[src/rtl/alu_iter_shifter_pkg.sv]
// rtl/alu_iter_shifter_pkg.sv - shared ALU op codes, mux selects and shifter state encodings
package alu_iter_shifter_pkg;

  localparam logic SHIFT_OP_LLS = 1'b0;
  localparam logic SHIFT_OP_ASR = 1'b1;

  localparam logic [2:0] ALUSEL_AND = 3'b000;
  localparam logic [2:0] ALUSEL_OR  = 3'b001;
  localparam logic [2:0] ALUSEL_RES = 3'b010;
  localparam logic [2:0] ALUSEL_SUM = 3'b011;
  localparam logic [2:0] ALUSEL_LLS = 3'b100;
  localparam logic [2:0] ALUSEL_ASR = 3'b101;

  typedef enum logic [1:0] {
    IDLE  = 2'b00,
    SHIFT = 2'b01,
    DONE  = 2'b10
  } shift_state_e;

endpackage

[src/rtl/alu_iter_shifter.sv]
// rtl/alu_iter_shifter.sv - one-bit-per-clock LLS/ASR engine feeding the ALU result mux
module alu_iter_shifter
  import alu_iter_shifter_pkg::*;
#(
  parameter int WIDTH   = 32,
  parameter int SHAMT_W = 5
) (
  input  logic               clk,
  input  logic               rst,
  input  logic               start,
  input  logic               op,
  input  logic [WIDTH-1:0]   operand_a,
  input  logic [SHAMT_W-1:0] shamt,
  output logic               busy,
  output logic               done,
  output logic [WIDTH-1:0]   result
);

  shift_state_e       state_q, state_d;
  logic [SHAMT_W-1:0] count_q, count_d;
  logic               op_q, op_d;
  logic [WIDTH-1:0]   work_q, work_d;
  logic [WIDTH-1:0]   result_q, result_d;
  logic               done_q, done_d;
  logic               busy_q, busy_d;
  logic [WIDTH-1:0]   work_step;

  always_comb begin
    work_step = (op_q == SHIFT_OP_ASR) ? {work_q[WIDTH-1], work_q[WIDTH-1:1]}
                                       : {work_q[WIDTH-2:0], 1'b0};
  end

  // result is loaded on the edge entering DONE so it is valid while done is high
  always_comb begin
    state_d  = state_q;
    count_d  = count_q;
    op_d     = op_q;
    work_d   = work_q;
    result_d = result_q;
    done_d   = 1'b0;
    case (state_q)
      IDLE: begin
        if (start) begin
          work_d  = operand_a;
          op_d    = op;
          count_d = shamt;
          if (shamt == '0) begin
            state_d  = DONE;
            result_d = operand_a;
            done_d   = 1'b1;
          end else begin
            state_d = SHIFT;
          end
        end
      end
      SHIFT: begin
        work_d  = work_step;
        count_d = count_q - SHAMT_W'(1);
        if (count_q == SHAMT_W'(1)) begin
          state_d  = DONE;
          result_d = work_step;
          done_d   = 1'b1;
        end
      end
      DONE: begin
        state_d  = IDLE;
        result_d = work_q;
      end
      default: state_d = IDLE;
    endcase
    busy_d = (state_d != IDLE);
  end

  always_ff @(posedge clk) begin
    if (rst) begin
      state_q  <= IDLE;
      count_q  <= '0;
      op_q     <= 1'b0;
      work_q   <= '0;
      result_q <= '0;
      done_q   <= 1'b0;
      busy_q   <= 1'b0;
    end else begin
      state_q  <= state_d;
      count_q  <= count_d;
      op_q     <= op_d;
      work_q   <= work_d;
      result_q <= result_d;
      done_q   <= done_d;
      busy_q   <= busy_d;
    end
  end

  assign busy   = busy_q;
  assign done   = done_q;
  assign result = result_q;

endmodule
[config.mk]
export PLATFORM = sky130hd
export DESIGN_NAME = alu_iter_shifter
export DESIGN_NICKNAME = d
export VERILOG_FILES = /design/src/rtl/alu_iter_shifter_pkg.sv /design/src/rtl/alu_iter_shifter.sv
export SDC_FILE = /design/constraint.sdc
export NUM_CORES = 1
export LEC_CHECK = 0
export BUFFER_PORTS_ARGS = -buffer_cell sky130_fd_sc_hd__buf_2
export CORE_ASPECT_RATIO = 1.5
export CORE_MARGIN = 2
export CORE_UTILIZATION = 55
export CTS_CLUSTER_SIZE = 16
export DETAILED_ROUTE_END_ITERATION = 8
export GPL_TIMING_DRIVEN = 0
export HOLD_SLACK_MARGIN = 0.12
export PLACE_DENSITY = 0.81
export SYNTH_ARGS = -nofsm -noshare
export SYNTH_HDL_FRONTEND = slang
export SYNTH_SLANG_ARGS = --single-unit
export TNS_END_PERCENT = 5
[constraint.sdc]
create_clock -name clk -period 3.8 [get_ports clk]
set_input_delay 0.19 -clock clk [delete_from_list [all_inputs] [get_ports clk]]
set_output_delay 0.19 -clock clk [all_outputs]
set_load 0.02 [all_outputs]
==> results of run 1 <==
registers in the layout, summed over array words and instances, names as in the netlist:
name     flops
state_q      2
op_q         1
done         1
busy         1
count_q      5
result      32
work_q      32
cell families (layout without fill, tap and decap cells):
| group | Yosys count | count (layout) | synth area share (%) |
|---|---|---|---|
| AO/OA/AOI/OAI | 217 | 217 | 34.7 |
| AND/OR/NAND/NOR | 122 | 122 | 12.6 |
| flip-flops | 74 | 74 | 36.5 |
| buffers and inverters | 60 | 150 | 6.69 |
| multiplexers | 31 | 31 | 7.65 |
| adder cells (fa/ha/maj) | 6 | 6 | 1.85 |
power by group:
group / switching (W) / internal, W
clock: 0.000287 / 0.000353
combinational: 0.000415 / 0.000223
sequential: 0.0000629 / 0.000856
total: 0.000765 / 0.00143
critical path: cells and delay by family, from the launching register on:
family | cells | cell delay (ns)
fa+ha+maj | 1 | 0.28
flops | 1 | 0.40
buf+inv | 3 | 0.94
compound gates | 3 | 0.45
layer usage:
metal,vias to the layer above,global-route usage [%]
li1,2069,-
met1,2067,36.5
met4,0,15.8
met3,41,7.12
met5,-,0
met2,239,50.7
worst paths after layout:
path	endpoint	slack [ns]	cells past startpoint
max	result[17]	1.58	7
min	op_q	0.15	3
min reg2reg	result[10]	0.47	2
max reg2reg	result[17]	1.58	7
cells in the mapped netlist (2+ instances only):
library cell                number  share of area, %
sky130_fd_sc_hd__o22ai_1         2              0.31
sky130_fd_sc_hd__buf_2           7              0.86
sky130_fd_sc_hd__a211oi_1       33               6.1
sky130_fd_sc_hd__dfxtp_1        74                37
sky130_fd_sc_hd__mux2i_1        31               7.6
sky130_fd_sc_hd__o21ai_1         2              0.25
sky130_fd_sc_hd__nor2_1         73               6.8
sky130_fd_sc_hd__inv_1           7              0.65
sky130_fd_sc_hd__o21ai_0        35               4.3
sky130_fd_sc_hd__nand3_1         3              0.37
sky130_fd_sc_hd__o211ai_1       30               5.6
sky130_fd_sc_hd__a31oi_1         2              0.31
sky130_fd_sc_hd__nand2_1        41               3.8
sky130_fd_sc_hd__ha_1            6               1.9
sky130_fd_sc_hd__clkbuf_1       35               3.2
sky130_fd_sc_hd__buf_4          10               1.9
sky130_fd_sc_hd__nor4b_4         2               1.2
sky130_fd_sc_hd__o2111ai_1      31               6.7
sky130_fd_sc_hd__a21oi_1        71               8.8
cells in the final DEF, fill, tap and decap left out, drive strengths merged, types with 2 or more instances in the layout:
cell type / instances
a211oi: 33
a21oi: 72
a31oi: 2
buf: 91
clkbuf: 48
dfxtp: 74
dlygate4sd3: 2
ha: 6
inv: 7
mux2i: 31
nand2: 41
nand3: 3
nor2: 73
nor4b: 2
o2111ai: 31
o211ai: 30
o21ai: 37
o22ai: 2
repair_timing:
item / in CTS / in global routing
hold endpoints to repair: 2 / 0
hold buffers: 2 / 0
endpoints found under the setup margin: 0 / 0
cell type report:
cell class	instances	area share [%]
plain buffers	53	5.14
inverters	7	0.551
repair buffers	75	8.08
clock inverters	2	0.734
flip-flops and latches	74	31.1
well taps	100	2.62
multi-input cells	376	48.3
clock buffers	13	3.54
through the flow:
step / cells / utilization, %
floorplan: 510 / -
global placement: 683 / 63.3
detailed placement: 683 / 63.3
CTS: 700 / 66.5
global route: 700 / 66.5
finish: 700 / 66.5
==> run_results.csv, run 1 <==
group,metric,value,unit
status,outcome,"completed",
sta,final.setup_skew,0.00782,ns
synthesis,synthArstFlopShare,0,%
placed_design,dp_hpwl,8620,µm
sta,final_period_demand_of_the_worst_path,2.22,ns
placed_design,globalplace.congestion,0.877,
synthesis,synth_area,4060,µm²
synthesis,synth-seq-area-share,36.5,%
sta,totalNegativeSetupSlack,0,ns
pwr,static-leakage-power,1.73,nW
sta,worst_slew_pin_slew,0.584,ns
clock_tree,cts_inserted_buffers,9,
synthesis,synth_enable_flop_cells,0,
placed_design,place_area,4550,µm²
synthesis,yosys_warnings,0,
setup_path,worst_setup_path_end_kind,"flop",
setup_path,critPathRequiredTime,4.02,ns
pwr,power.density,461,nW/µm²
pwr,report.power.total,0.00220,W
global_routing,grt_start_max_net_pins,12,
clock_tree,htreeDepth,3,
clock_tree,clkTransAtPathRegs,0.07,ns
detailed_routing,detailroute.wirelength.met3,963,µm
synthesis,ys_seq_elements,74,
sta,setup_viol_count_final,0,
floorplan,design.core.area,7180,µm²
clock_tree,cts-root-buf,"sky130_fd_sc_hd__clkbuf_8",
synthesis,syn_avg_cell_area,7.95,µm²
clock_tree,number_of_setup_buffers_added_after_cts,0,
layout,multi_input_area,2300,µm²
floorplan,boundaryPins,75,
placed_design,placement.setup.worst_slack,1.73,ns
setup_path,critPathSlowestCell,"sky130_fd_sc_hd__clkbuf_1",
layout,antenna-diode-count,0,
synthesis,synthesis.instances,510,
detailed_routing,routed.top_layer,"met4",
sta,max-slew-margin-rel,60.8,%
global_routing,wire_length_of_the_first_global_routing_pass,19200,µm
detailed_routing,wl_met1,4770,µm
setup_path,timing.setup.critical_path_class,"flop to flop",
setup_path,cp_common_cell,"sky130_fd_sc_hd__clkbuf_1",
setup_path,worst_setup_path_start_kind,"flop",
detailed_routing,route.detailed.vias_per_inst,6.31,
flow_run,maxCapViolCount,0,
setup_path,list_of_cells_traversed_by_the_critical_path,"inv_1 -> ha_1 -> clkbuf_1 -> clkbuf_1 -> o211ai_1 -> o2111ai_1 -> a21oi_1",
floorplan,die_height,109,µm
sta,timing.fmax,451,MHz
detailed_routing,met2WireLength,6050,µm
detailed_routing,vias,4416,
global_routing,overflow,0,
setup_path,critical_path.max_stage_delay,0.49,ns
global_routing,antenna_found_initial,0,
worst_hold_path,hold_class,"primary input to flop",
sta,postLayoutSetupSlackWorst,1.58,ns
detailed_routing,detail_route.wirelength,12200,µm
floorplan,die_area,8090,µm²
layout,area_growth,17.6,%
global_routing,groute.usage.overall,30.7,%
sta,finalMaxSlewViolations,0,
clock_tree,tritoncts_num_sinks,74,
layout,nets,643,
clock_tree,clock_latency,0.36,ns
setup_path,crit-reg2reg-launch,"state_q[0]",
detailed_routing,drt_iter0_markers,454,
clock_tree,cts.repair.resized,0,
floorplan,initial_utilization,56.5,%
layout,final-seq-area,1480,µm²
sta,min_period_over_period,58.4,%
clock_tree,clock_tree.buffer_depth,2,
layout,fillerInstances,630,
detailed_routing,drt_drc_violations_left,0,
global_routing,grt_pass1_vias,4075,
clock_tree,tritoncts,"yes",
setup_path,crit_startpoint,"state_q[0]",
synthesis,synth_cell_type_count,34,
layout,cell_area_after_layout,4770,µm²
floorplan,rows,38,
layout,layout-drive-gt1-share,18.3,%
placed_design,buffer_ports.inserted,73,
pwr,peakVddDrop,227,µV
detailed_routing,first_pass_iters,7,
setup_path,critical_path.max_fanout,10,
synthesis,synth-main-ff-cell,"sky130_fd_sc_hd__dfxtp_1",
setup_path,worstPathArrival,2.44,ns
synthesis,syn_nets,557,
floorplan,fp.dieW,74.1,µm
sta,rsz_0062_raised_after_global_routing,"no",
detailed_routing,ant_nets,0,
sta,finalHoldViolations,0,
worst_hold_path,startpoint_of_the_tightest_hold_check_path,"start",
sta,final.hold.worst_slack,0.154,ns
detailed_routing,routed_wire_length_per_instance,17.4,µm
Power figures use the tool's default switching activity.
==> inputs of run 2 (changes only) <==
clock period = 2.15 ns   (was 3.8 ns; I/O delays follow)
==> run 2 against run 1 <==
- first-iteration DRC count rose by 4.0%
- non-clock buffer count rose by 13
- clock-buffer cell count did not move
- sequential share of layout area fell by 0.90 points
- sequential cell count did not move
- hold slack got worse by 0.035 ns
- largest power group unchanged
==> run_results.csv, run 2 (same netlist as run 1, synthesis figures left out) <==
group,metric,value,unit
worst_hold_path,min_path_cells,3,
layout,nets,656,
setup_path,crit-reg2reg-launch,"state_q[0]",
flow_run,maxCapViolCount,0,
clock_tree,clkTransAtPathRegs,0.07,ns
setup_path,critPathRequiredTime,2.38,ns
pwr,sequentialPowerShare,41.6,%
clock_tree,clock_latency,0.36,ns
floorplan,fp.dieW,74.1,µm
sta,setup_viol_count_final,0,
placed_design,dp_hpwl,8620,µm
status,outcome,"completed",
pwr,switching_power,0.00135,W
layout,cell_area_after_layout,4910,µm²
floorplan,die_area,8090,µm²
setup_path,critical_path.max_fanout,10,
global_routing,wire_length_of_the_first_global_routing_pass,19200,µm
floorplan,design.core.area,7180,µm²
layout,final_core_utilization,68.4,%
sta,min_period_over_period,98.4,%
pwr,power.combinational.fraction,29.5,%
layout,layout.cells.most_common,"sky130_fd_sc_hd__buf_2",
sta,timing.fmax,473,MHz
detailed_routing,vias,4475,
global_routing,groute.usage.overall,30.7,%
placed_design,place_area,4550,µm²
sta,max-slew-margin-rel,60.4,%
setup_path,timing.rr.end,"result[15]",
global_routing,grt_pass1_vias,4070,
clock_tree,cts_inserted_buffers,9,
placed_design,globalplace.congestion,0.877,
detailed_routing,drt_iter0_markers,472,
pwr,report.power.total,0.00390,W
clock_tree,cts-root-buf,"sky130_fd_sc_hd__clkbuf_8",
placed_design,buffer_ports.inserted,73,
pwr,power.density,795,nW/µm²
detailed_routing,drt_drc_violations_left,0,
layout,area_growth,21.1,%
worst_hold_path,hold_class,"primary input to flop",
setup_path,worst_r2r_path_depth,7,
detailed_routing,routed_wire_length_per_instance,17.3,µm
sta,rsz_0062_raised_after_global_routing,"yes",
global_routing,overflow,0,
setup_path,endpoint,"result[15]",
floorplan,initial_utilization,56.5,%
floorplan,die_height,109,µm
pwr,peakVddDrop,405,µV
detailed_routing,ant_nets,0,
global_routing,grt_start_max_net_pins,12,
global_routing,antenna_found_initial,0,
setup_path,worst_setup_path_start_kind,"flop",
pwr,power_switching_share,34.7,%
sta,finalMaxSlewViolations,0,
detailed_routing,first_pass_iters,6,
sta,totalNegativeSetupSlack,0,ns
detailed_routing,route.detailed.vias_per_inst,6.28,
worst_hold_path,startpoint_of_the_tightest_hold_check_path,"operand_a[10]",
pwr,static-leakage-power,1.80,nW
clock_tree,htreeDepth,3,
placed_design,post-place-cells,683,
setup_path,ff2ff_setup_slack,0.04,ns
setup_path,worst_setup_path_end_kind,"flop",
pwr,p_int,0.00255,W
clock_tree,tritoncts_num_sinks,74,
floorplan,boundaryPins,75,
clock_tree,tritoncts,"yes",
sta,worst_slew_pin_slew,0.590,ns
sta,final_period_demand_of_the_worst_path,2.11,ns
layout,antenna-diode-count,0,
pwr,clkPwrFrac,28.9,%
clock_tree,number_of_setup_buffers_added_after_cts,0,
setup_path,worstPathArrival,2.34,ns
floorplan,rows,38,
sta,final.setup_skew,0.00703,ns
sta,finalHoldViolations,0,
setup_path,timing.setup.critical_path_class,"flop to flop",
layout,layout-drive-gt1-share,18.6,%
detailed_routing,detail_route.wirelength,12300,µm
layout,mostFrequentLayoutCells,"sky130_fd_sc_hd__buf_2, sky130_fd_sc_hd__dfxtp_1, sky130_fd_sc_hd__nor2_1",
setup_path,crit_startpoint,"state_q[0]",
clock_tree,clock_tree.buffer_depth,2,
layout,final-instance-count-excl-fill,713,
run 2: cell types whose count changed in the layout (fill, tap and decap cells not counted), sizes merged:
cell         before  now
dlygate4sd3       2   15
run 2: routing by layer:
metal | wire length (µm) | global-route usage (%) | vias to the layer above
met3 | 942 | 7.02 | 48
met5 | 0 | 0 | -
met1 | 4860 | 36.7 | 2091
li1 | - | - | 2098
met4 | 442 | 15.8 | 0
met2 | 6060 | 50.7 | 238
run 2: layout make-up:
cell class / count / area [µm²]
Tap cell: 100 / 125
Fill cell: 618 / 2270
Sequential cell: 74 / 1480
Clock inverter: 2 / 35.0
Multi-Input combinational cell: 376 / 2310
Timing Repair Buffer: 88 / 515
Clock buffer: 13 / 169
Inverter: 7 / 26.3
Buffer: 53 / 250
run 2: critical path: stages, from the launching register on:
cell	delay, ns
sky130_fd_sc_hd__dfxtp_1	0.39
sky130_fd_sc_hd__inv_1	0.08
sky130_fd_sc_hd__ha_1	0.28
sky130_fd_sc_hd__clkbuf_1	0.36
sky130_fd_sc_hd__clkbuf_1	0.46
sky130_fd_sc_hd__o211ai_1	0.19
sky130_fd_sc_hd__o2111ai_1	0.12
sky130_fd_sc_hd__a21oi_1	0.09
run 2: worst min-delay path by stage:
stage	slack (ns)	to
finish	0.12	result[10]
global route	0.14	result[10]
CTS	0.12	result[10]
detailed placement	0.38	op_q
global placement	0.37	op_q
floorplan	0.25	op_q
run 2: metrics by stage:
step | setup WS [ns] | hold slack, ns
floorplan | 0.513 | 0.255
global placement | 0.153 | 0.371
detailed placement | 0.0782 | 0.381
CTS | 0.0453 | 0.122
global route | -0.0860 | 0.143
finish | 0.0353 | 0.119
run 2: power by group through the flow:
stage | registers (W) | logic [W] | clock network, W
after CTS | 0.00162 | 0.00113 | 0.00114
after global routing | 0.00164 | 0.00125 | 0.00119
after global placement | 0.00165 | 0.00108 | 0
after detailed placement | 0.00165 | 0.00109 | 0
final | 0.00162 | 0.00115 | 0.00113
after floorplan | 0.00170 | 0.000701 | 0
run 2: repair_timing:
action,in CTS,in global routing
resized for setup,0,9
endpoints found under the setup margin,0,36
endpoints found under the hold margin,15,0
hold buffers,15,0
